==> src/rtl/mem_stage_block_pkg.sv <==
// Shared types and constants for the MIPS MEM stage: FSM states, wait-counter
// width, default acknowledge timeout and the write-back data selector.
package mem_stage_block_pkg;

  typedef enum logic {
    S_IDLE = 1'b0,
    S_WAIT = 1'b1
  } state_e;

  localparam int CNT_W           = 8;
  localparam int ACK_TIMEOUT_DEF = 64;

  function automatic logic [31:0] mux2(input logic sel, input logic [31:0] in0,
                                       input logic [31:0] in1);
    return sel ? in1 : in0;
  endfunction

endpackage

==> src/rtl/mem_stage_block_if.sv <==
// Request/acknowledge data-memory bus between the MEM stage (master) and data
// memory (slave).
interface mem_stage_block_if;
  logic        DMem_Req;
  logic        DMem_We;
  logic [31:0] DMem_Addr;
  logic [31:0] DMem_WData;
  logic [31:0] DMem_RData;
  logic        DMem_Ack;

  modport master(output DMem_Req, DMem_We, DMem_Addr, DMem_WData,
                 input DMem_RData, DMem_Ack);
  modport slave(input DMem_Req, DMem_We, DMem_Addr, DMem_WData,
                output DMem_RData, DMem_Ack);
endinterface

==> src/rtl/mem_stage_block_mem_wb_stage.sv <==
// MEM/WB pipeline register: loads when enabled, otherwise inserts a bubble by
// clearing the write-back controls while holding data, destination and debug copy.
module mem_wb_stage
  import mem_stage_block_pkg::*;
(
  input  logic        clk,
  input  logic        rst,
  input  logic        wr_en,
  input  logic        reg_write_in,
  input  logic        mem_to_reg_in,
  input  logic [31:0] alu_out_in,
  input  logic [31:0] rdata_in,
  input  logic [31:0] instr_in,
  input  logic [4:0]  dest_in,
  output logic [31:0] write_data,
  output logic [31:0] instr_out,
  output logic [4:0]  dest_out,
  output logic        reg_write,
  output logic        mem_to_reg
);

  logic [31:0] write_data_d, write_data_q;
  logic [31:0] instr_d, instr_q;
  logic [4:0]  dest_d, dest_q;
  logic        reg_write_d, reg_write_q;
  logic        mem_to_reg_d, mem_to_reg_q;

  always_comb begin
    write_data_d = write_data_q;
    instr_d      = instr_q;
    dest_d       = dest_q;
    reg_write_d  = 1'b0;
    mem_to_reg_d = 1'b0;
    if (wr_en) begin
      write_data_d = mux2(mem_to_reg_in, alu_out_in, rdata_in);
      instr_d      = instr_in;
      dest_d       = dest_in;
      reg_write_d  = reg_write_in;
      mem_to_reg_d = mem_to_reg_in;
    end
  end

  always_ff @(posedge clk) begin
    if (rst) begin
      write_data_q <= '0;
      instr_q      <= '0;
      dest_q       <= '0;
      reg_write_q  <= 1'b0;
      mem_to_reg_q <= 1'b0;
    end else begin
      write_data_q <= write_data_d;
      instr_q      <= instr_d;
      dest_q       <= dest_d;
      reg_write_q  <= reg_write_d;
      mem_to_reg_q <= mem_to_reg_d;
    end
  end

  assign write_data = write_data_q;
  assign instr_out  = instr_q;
  assign dest_out   = dest_q;
  assign reg_write  = reg_write_q;
  assign mem_to_reg = mem_to_reg_q;

endmodule

==> src/rtl/mem_stage_block.sv <==
// MEM stage of the 5-stage MIPS pipeline: word load/store over a req/ack bus
// with upstream stall, alignment check, acknowledge timeout and MEM/WB register.
module mem_stage_block
  import mem_stage_block_pkg::*;
#(
  parameter int ACK_TIMEOUT = ACK_TIMEOUT_DEF
) (
  input  logic                Clock,
  input  logic                Reset,
  input  logic [31:0]         MEM_ALUOut,
  input  logic [31:0]         MEM_RtData,
  input  logic [31:0]         MEM_Instruction,
  input  logic [4:0]          MEM_DestReg,
  input  logic                MEM_RegWrite,
  input  logic                MEM_MemtoReg,
  input  logic                MEM_MemRead,
  input  logic                MEM_MemWrite,
  mem_stage_block_if.master   dmem,
  output logic                MEM_Stall,
  output logic [31:0]         WB_WriteData,
  output logic [4:0]          WB_DestReg,
  output logic                WB_RegWrite,
  output logic                WB_MemtoReg,
  output logic [31:0]         WB_Instruction,
  output logic                MEM_AddrError,
  output logic                MEM_BusError
);

  localparam logic [CNT_W-1:0] TIMEOUT_CNT = CNT_W'(ACK_TIMEOUT);

  state_e           state_q, state_d;
  logic [CNT_W-1:0] cnt_q, cnt_d;
  logic [31:0]      addr_q, addr_d, wdata_q, wdata_d;
  logic             we_q, we_d;
  logic             addr_err_q, addr_err_d, bus_err_q, bus_err_d;

  logic access, misaligned, idle_req, in_wait, req, ack, timeout_abort;

  assign access        = MEM_MemRead | MEM_MemWrite;
  assign misaligned    = access & (MEM_ALUOut[1:0] != 2'b00);
  assign in_wait       = (state_q == S_WAIT);
  assign idle_req      = ~in_wait & access & ~misaligned;
  assign req           = ~Reset & (idle_req | in_wait);
  assign ack           = req & dmem.DMem_Ack;
  assign timeout_abort = req & in_wait & ~dmem.DMem_Ack & (cnt_q == TIMEOUT_CNT);
  assign MEM_Stall     = req & ~ack & ~timeout_abort;

  always_comb begin
    state_d    = state_q;
    cnt_d      = cnt_q;
    addr_d     = addr_q;
    wdata_d    = wdata_q;
    we_d       = we_q;
    addr_err_d = misaligned & ~in_wait;
    bus_err_d  = timeout_abort;
    case (state_q)
      S_IDLE: begin
        if (idle_req) begin
          addr_d  = {MEM_ALUOut[31:2], 2'b00};
          wdata_d = MEM_RtData;
          we_d    = MEM_MemWrite;
          if (!dmem.DMem_Ack) begin
            state_d = S_WAIT;
            cnt_d   = CNT_W'(1);
          end
        end
      end
      S_WAIT: begin
        // ack has priority over a timeout landing in the same cycle
        if (ack || timeout_abort) begin
          state_d = S_IDLE;
          cnt_d   = '0;
        end else begin
          cnt_d = cnt_q + 1'b1;
        end
      end
      default: begin
        state_d = S_IDLE;
        cnt_d   = '0;
      end
    endcase
  end

  always_ff @(posedge Clock) begin
    if (Reset) begin
      state_q    <= S_IDLE;
      cnt_q      <= '0;
      addr_q     <= '0;
      wdata_q    <= '0;
      we_q       <= 1'b0;
      addr_err_q <= 1'b0;
      bus_err_q  <= 1'b0;
    end else begin
      state_q    <= state_d;
      cnt_q      <= cnt_d;
      addr_q     <= addr_d;
      wdata_q    <= wdata_d;
      we_q       <= we_d;
      addr_err_q <= addr_err_d;
      bus_err_q  <= bus_err_d;
    end
  end

  // While waiting, the bus is driven from the latches so it stays stable.
  assign dmem.DMem_Req   = req;
  assign dmem.DMem_Addr  = in_wait ? addr_q : {MEM_ALUOut[31:2], 2'b00};
  assign dmem.DMem_WData = in_wait ? wdata_q : MEM_RtData;
  assign dmem.DMem_We    = req & (in_wait ? we_q : MEM_MemWrite);

  assign MEM_AddrError = addr_err_q;
  assign MEM_BusError  = bus_err_q;

  mem_wb_stage u_mem_wb (
    .clk          (Clock),
    .rst          (Reset),
    .wr_en        (~MEM_Stall),
    .reg_write_in (MEM_RegWrite & ~misaligned & ~timeout_abort),
    .mem_to_reg_in(MEM_MemtoReg),
    .alu_out_in   (MEM_ALUOut),
    .rdata_in     (dmem.DMem_RData),
    .instr_in     (MEM_Instruction),
    .dest_in      (MEM_DestReg),
    .write_data   (WB_WriteData),
    .instr_out    (WB_Instruction),
    .dest_out     (WB_DestReg),
    .reg_write    (WB_RegWrite),
    .mem_to_reg   (WB_MemtoReg)
  );

endmodule
==> src/flat_wrapper.sv <==
// flat-port wrapper written by rule: the top's interface ports become plain ports
module mem_stage_block_flat import mem_stage_block_pkg::*;
#(
  parameter int ACK_TIMEOUT = ACK_TIMEOUT_DEF
)
  (Clock, Reset, MEM_ALUOut, MEM_RtData, MEM_Instruction, MEM_DestReg, MEM_RegWrite, MEM_MemtoReg, MEM_MemRead, MEM_MemWrite, MEM_Stall, WB_WriteData, WB_DestReg, WB_RegWrite, WB_MemtoReg, WB_Instruction, MEM_AddrError, MEM_BusError, dmem_DMem_Req, dmem_DMem_We, dmem_DMem_Addr, dmem_DMem_WData, dmem_DMem_RData, dmem_DMem_Ack);
  mem_stage_block_if dmem_i ();
  input  logic Clock;
  input  logic Reset;
  input  logic [31:0] MEM_ALUOut;
  input  logic [31:0] MEM_RtData;
  input  logic [31:0] MEM_Instruction;
  input  logic [4:0] MEM_DestReg;
  input  logic MEM_RegWrite;
  input  logic MEM_MemtoReg;
  input  logic MEM_MemRead;
  input  logic MEM_MemWrite;
  output logic MEM_Stall;
  output logic [31:0] WB_WriteData;
  output logic [4:0] WB_DestReg;
  output logic WB_RegWrite;
  output logic WB_MemtoReg;
  output logic [31:0] WB_Instruction;
  output logic MEM_AddrError;
  output logic MEM_BusError;
  output wire logic [$bits(dmem_i.DMem_Req)-1:0] dmem_DMem_Req;
  output wire logic [$bits(dmem_i.DMem_We)-1:0] dmem_DMem_We;
  output wire logic [$bits(dmem_i.DMem_Addr)-1:0] dmem_DMem_Addr;
  output wire logic [$bits(dmem_i.DMem_WData)-1:0] dmem_DMem_WData;
  input wire logic [$bits(dmem_i.DMem_RData)-1:0] dmem_DMem_RData;
  input wire logic [$bits(dmem_i.DMem_Ack)-1:0] dmem_DMem_Ack;
  assign dmem_DMem_Req = dmem_i.DMem_Req;
  assign dmem_DMem_We = dmem_i.DMem_We;
  assign dmem_DMem_Addr = dmem_i.DMem_Addr;
  assign dmem_DMem_WData = dmem_i.DMem_WData;
  assign dmem_i.DMem_RData = dmem_DMem_RData;
  assign dmem_i.DMem_Ack = dmem_DMem_Ack;
  mem_stage_block #(.ACK_TIMEOUT(ACK_TIMEOUT)) u_core (.Clock(Clock), .Reset(Reset), .MEM_ALUOut(MEM_ALUOut), .MEM_RtData(MEM_RtData), .MEM_Instruction(MEM_Instruction), .MEM_DestReg(MEM_DestReg), .MEM_RegWrite(MEM_RegWrite), .MEM_MemtoReg(MEM_MemtoReg), .MEM_MemRead(MEM_MemRead), .MEM_MemWrite(MEM_MemWrite), .dmem(dmem_i), .MEM_Stall(MEM_Stall), .WB_WriteData(WB_WriteData), .WB_DestReg(WB_DestReg), .WB_RegWrite(WB_RegWrite), .WB_MemtoReg(WB_MemtoReg), .WB_Instruction(WB_Instruction), .MEM_AddrError(MEM_AddrError), .MEM_BusError(MEM_BusError));
endmodule
==> config.mk <==
export PLATFORM = sky130hd
export DESIGN_NAME = mem_stage_block_flat
export DESIGN_NICKNAME = d
export VERILOG_FILES = /design/src/rtl/mem_stage_block_pkg.sv /design/src/rtl/mem_stage_block_if.sv /design/src/rtl/mem_stage_block_mem_wb_stage.sv /design/src/rtl/mem_stage_block.sv /design/src/flat_wrapper.sv
export SDC_FILE = /design/constraint.sdc
export NUM_CORES = 1
export LEC_CHECK = 0
export CAP_MARGIN = 20
export CORE_MARGIN = 5
export CORE_UTILIZATION = 25
export DETAILED_ROUTE_END_ITERATION = 10
export GPL_TIMING_DRIVEN = 0
export PLACE_DENSITY = 0.5
export SYNTH_ARGS = -nofsm -noshare
export SYNTH_HDL_FRONTEND = slang
export SYNTH_HIERARCHICAL = 1
export SYNTH_SLANG_ARGS = --single-unit
export TNS_END_PERCENT = 100
==> constraint.sdc <==
create_clock -name Clock -period 3.18 [get_ports Clock]
set_input_delay 0.795 -clock Clock [delete_from_list [all_inputs] [get_ports Clock]]
set_output_delay 0.795 -clock Clock [all_outputs]
set_load 0.01 [all_outputs]
==> reports/qor.txt <==
status - completed
Top delay family on crit path - buffers and inverters
met1 usage - 19.2%
fill count - 2512
WL final - 23000 µm
Combinational Power Share - 17.8%
Vias/cell - 4.37
Synth Cell Area - 6380 µm²
NumNets Final - 1123
Final WS setup - 78.1 ps
Yosys top cell area share - 45.5%
Worst-Skew Late Latency - 420 ps
CP Buf/Inv Count - 2
via count - 5779
Avg WL per Cell - 17.4 µm
Int Pwr - 3.57 mW
top_reg_cell synth - dfxtp_1
Worst VDD drop - 277 µV
Die Y-Extent - 170 µm
Seq/Total Area, Yosys - 45.5%
Max FO, Critical Path - 6
Final min period - 3100 ps
post-route ant nets - 0
total track usage - 15.5%
row cnt - 58
CP Data Required Time - 2380 ps
Max-Cap Viols - 0
top cells by area, synth - dfxtp_1 46%, mux2i_1 11%, mux2_2 11%
reg-to-reg startpoint - u_core/cnt_q[0]
Starting Density - 25.3%
hpwl dp - 17200 µm
Core Util, Final - 40.3%
cell taking the most area after synthesis - dfxtp_1
Synth cell types - 38
Slew Limit Fails - 0
pre-CTS WS - -310 ps
die width - 170 µm
Clock power frac - 41.4%
RD Place Congestion - 0.754
pin count of the biggest net entering global routing - 17
clock transition at the registers of the reported paths - 60 ps
CP max-delay cell - clkdlybuf4s50_1
worst slew pin tran - 703 ps
Hold Path Class - register to register
Total Power - 4.81 mW
Fin Hold WS - 452 ps
crit path from - dmem_DMem_Ack
Syn Area/Cell - 9.31 µm²
Die ar. - 28800 µm²
Setup CP Type - primary input to output pin
Fin. Hold Viols - 0
met3 Use GR - 5.57%
Yosys warnings - 6
CP Cell Sequence - clkdlybuf4s50_1 > or3b_4 > nor2_4 > nor3_1 > dlygate4sd2_1
first drt pass iteration count - 5
Port Buffers - 276
CTS Sinks - 145
core region area - 25200 µm²
PwrDens - 474 nW/µm²
Seq pwr share - 40.8%
CTS H-tree depth - 4
TritonCTS clock tree - built
clk buf depth - 2
clk_skew - 14.5 ps
Antenna diodes - 0
TritonCTS Buffers - 17
cells after synthesis - 685
Startpoint Class - primary input
Worst setup EP type - output pin
met2 GRT Util - 25.6%
initial antenna violation count - 1
CP max stage delay - 510 ps
I/O Pins - 280
Area growth syn-to-layout - 59.1%
net switching power - 1.24 mW
P_leak - 4.08 nW
drt drc - 0
layer with the highest usage - met2
Synth Register Bits - 145
final setup fails - 0
Final period util - 97.5%
first-pass GRT wire length - 34600 µm
vias in the first global route - 5838
RSZ-0062 raised after global routing - no
root buffer cell - clkbuf_16
layout cells sized above 1 - 14.2%
Crit path arrival time - 2310 ps
Worst Min Path Start - u_core/addr_q[28]
worst rel slew slack - 53.1%
Max Freq - 0.322 GHz
EDFF count, synth - 0
gr ovfl total - 0
switching share of power - 25.7%
Post-synth ARST share - 0%
Starting DRT DRC Count - 122
==> repair_timing <==
action	in CTS	in global routing
gates resized for setup	15	1
endpoints found under the setup margin	41	15
hold buffers	0	0
buffers inserted	0	0
==> kinds of logic (layout without fill, tap and decap cells) <==
group	after synthesis	count (layout)	share of synthesized area (%)
multiplexers	133	133	22.1
AO/OA/AOI/OAI	114	114	11.2
adder cells (fa/ha/maj)	2	2	0.392
AND/OR/NAND/NOR	231	231	14.6
other	1	2	0.0588
buffers and inverters	59	366	6.16
flip-flops	145	145	45.5
==> path summary, 6_finish.rpt <==
kind	end	cells after the start	slack (ps)
setup / recovery	MEM_Stall	5	80
hold / removal	u_core/addr_q[28]	2	450
setup reg to reg	u_core/u_mem_wb/write_data[31]	10	950
hold reg to reg	u_core/addr_q[28]	2	450
==> power groups by stage <==
stage / Clock [mW] / Combinational [mW] / Sequential [mW]
after floorplan: 0 / 0.323 / 2.02
after global placement: 0 / 0.870 / 2.00
after detailed placement: 0 / 0.871 / 2.00
after CTS: 2.07 / 0.876 / 1.96
after global routing: 2.14 / 0.931 / 1.97
final: 1.99 / 0.858 / 1.96
==> metal layers <==
layer  up-vias  share of wire, %
met2       208                46
met5         -             0.048
met4         2               1.1
li1       2944                 -
met1      2601                44
met3        24               8.6
==> through the flow <==
stage / instance area [µm²] / TNS [ps] / cells
CTS: 10100 / 0 / 1323
global placement: 9560 / -857 / 1292
global route: 10100 / 0 / 1323
finish: 10100 / 0 / 1323
detailed placement: 9560 / -1480 / 1292
floorplan: 6380 / 0 / 686
==> worst min-delay path, stage by stage (launching register included) <==
cell,delay (ps)
dfxtp_1,310
nand2_1,50
a21oi_1,50
==> area by class of cell <==
cell class              count  area [µm²]  area share [%]
multi-input cells         482        3100            30.5
flip-flops and latches    145        2900            28.6
repair buffers            276        2760            27.2
clock buffers              19         433            4.27
well taps                 330         413            4.07
plain buffers              55         393            3.87
clock inverters            12         135            1.33
inverters                   4        15.0           0.148
==> Yosys cell counts (all sizes together) (2+ instances only) <==
master and instances:
clkbuf 21, nor2 77, ha 2, nor3 6, inv 4, and3b 2, a22o 4, dfxtp 145
nand3 3, o21ai 4, a21oi 65, buf 34, nand2 133, mux2 62, a211oi 33, a21o 3
mux2i 71, or2 4
==> cell usage in the layout, fill, tap and decap left out, types with 2 or more instances in the layout <==
master	count
inv_6	2
dfxtp_1	145
conb_1	2
buf_4	10
mux2_2	62
nor2_1	75
clkinv_4	2
clkbuf_1	21
buf_2	9
buf_12	3
o21ai_0	3
clkinvlp_4	4
a21o_1	3
and3b_1	2
or2_2	3
nand3_1	3
mux2i_1	71
clkbuf_16	17
a21oi_1	64
bufinv_16	2
clkinv_2	2
nor3_1	5
inv_1	4
buf_6	11
dlygate4sd2_1	5
nand2_1	133
ha_1	2
a211oi_1	30
a211oi_2	3
clkdlybuf4s50_1	271
a22o_1	4
clkbuf_2	2
(Power assumes the default switching activity.)
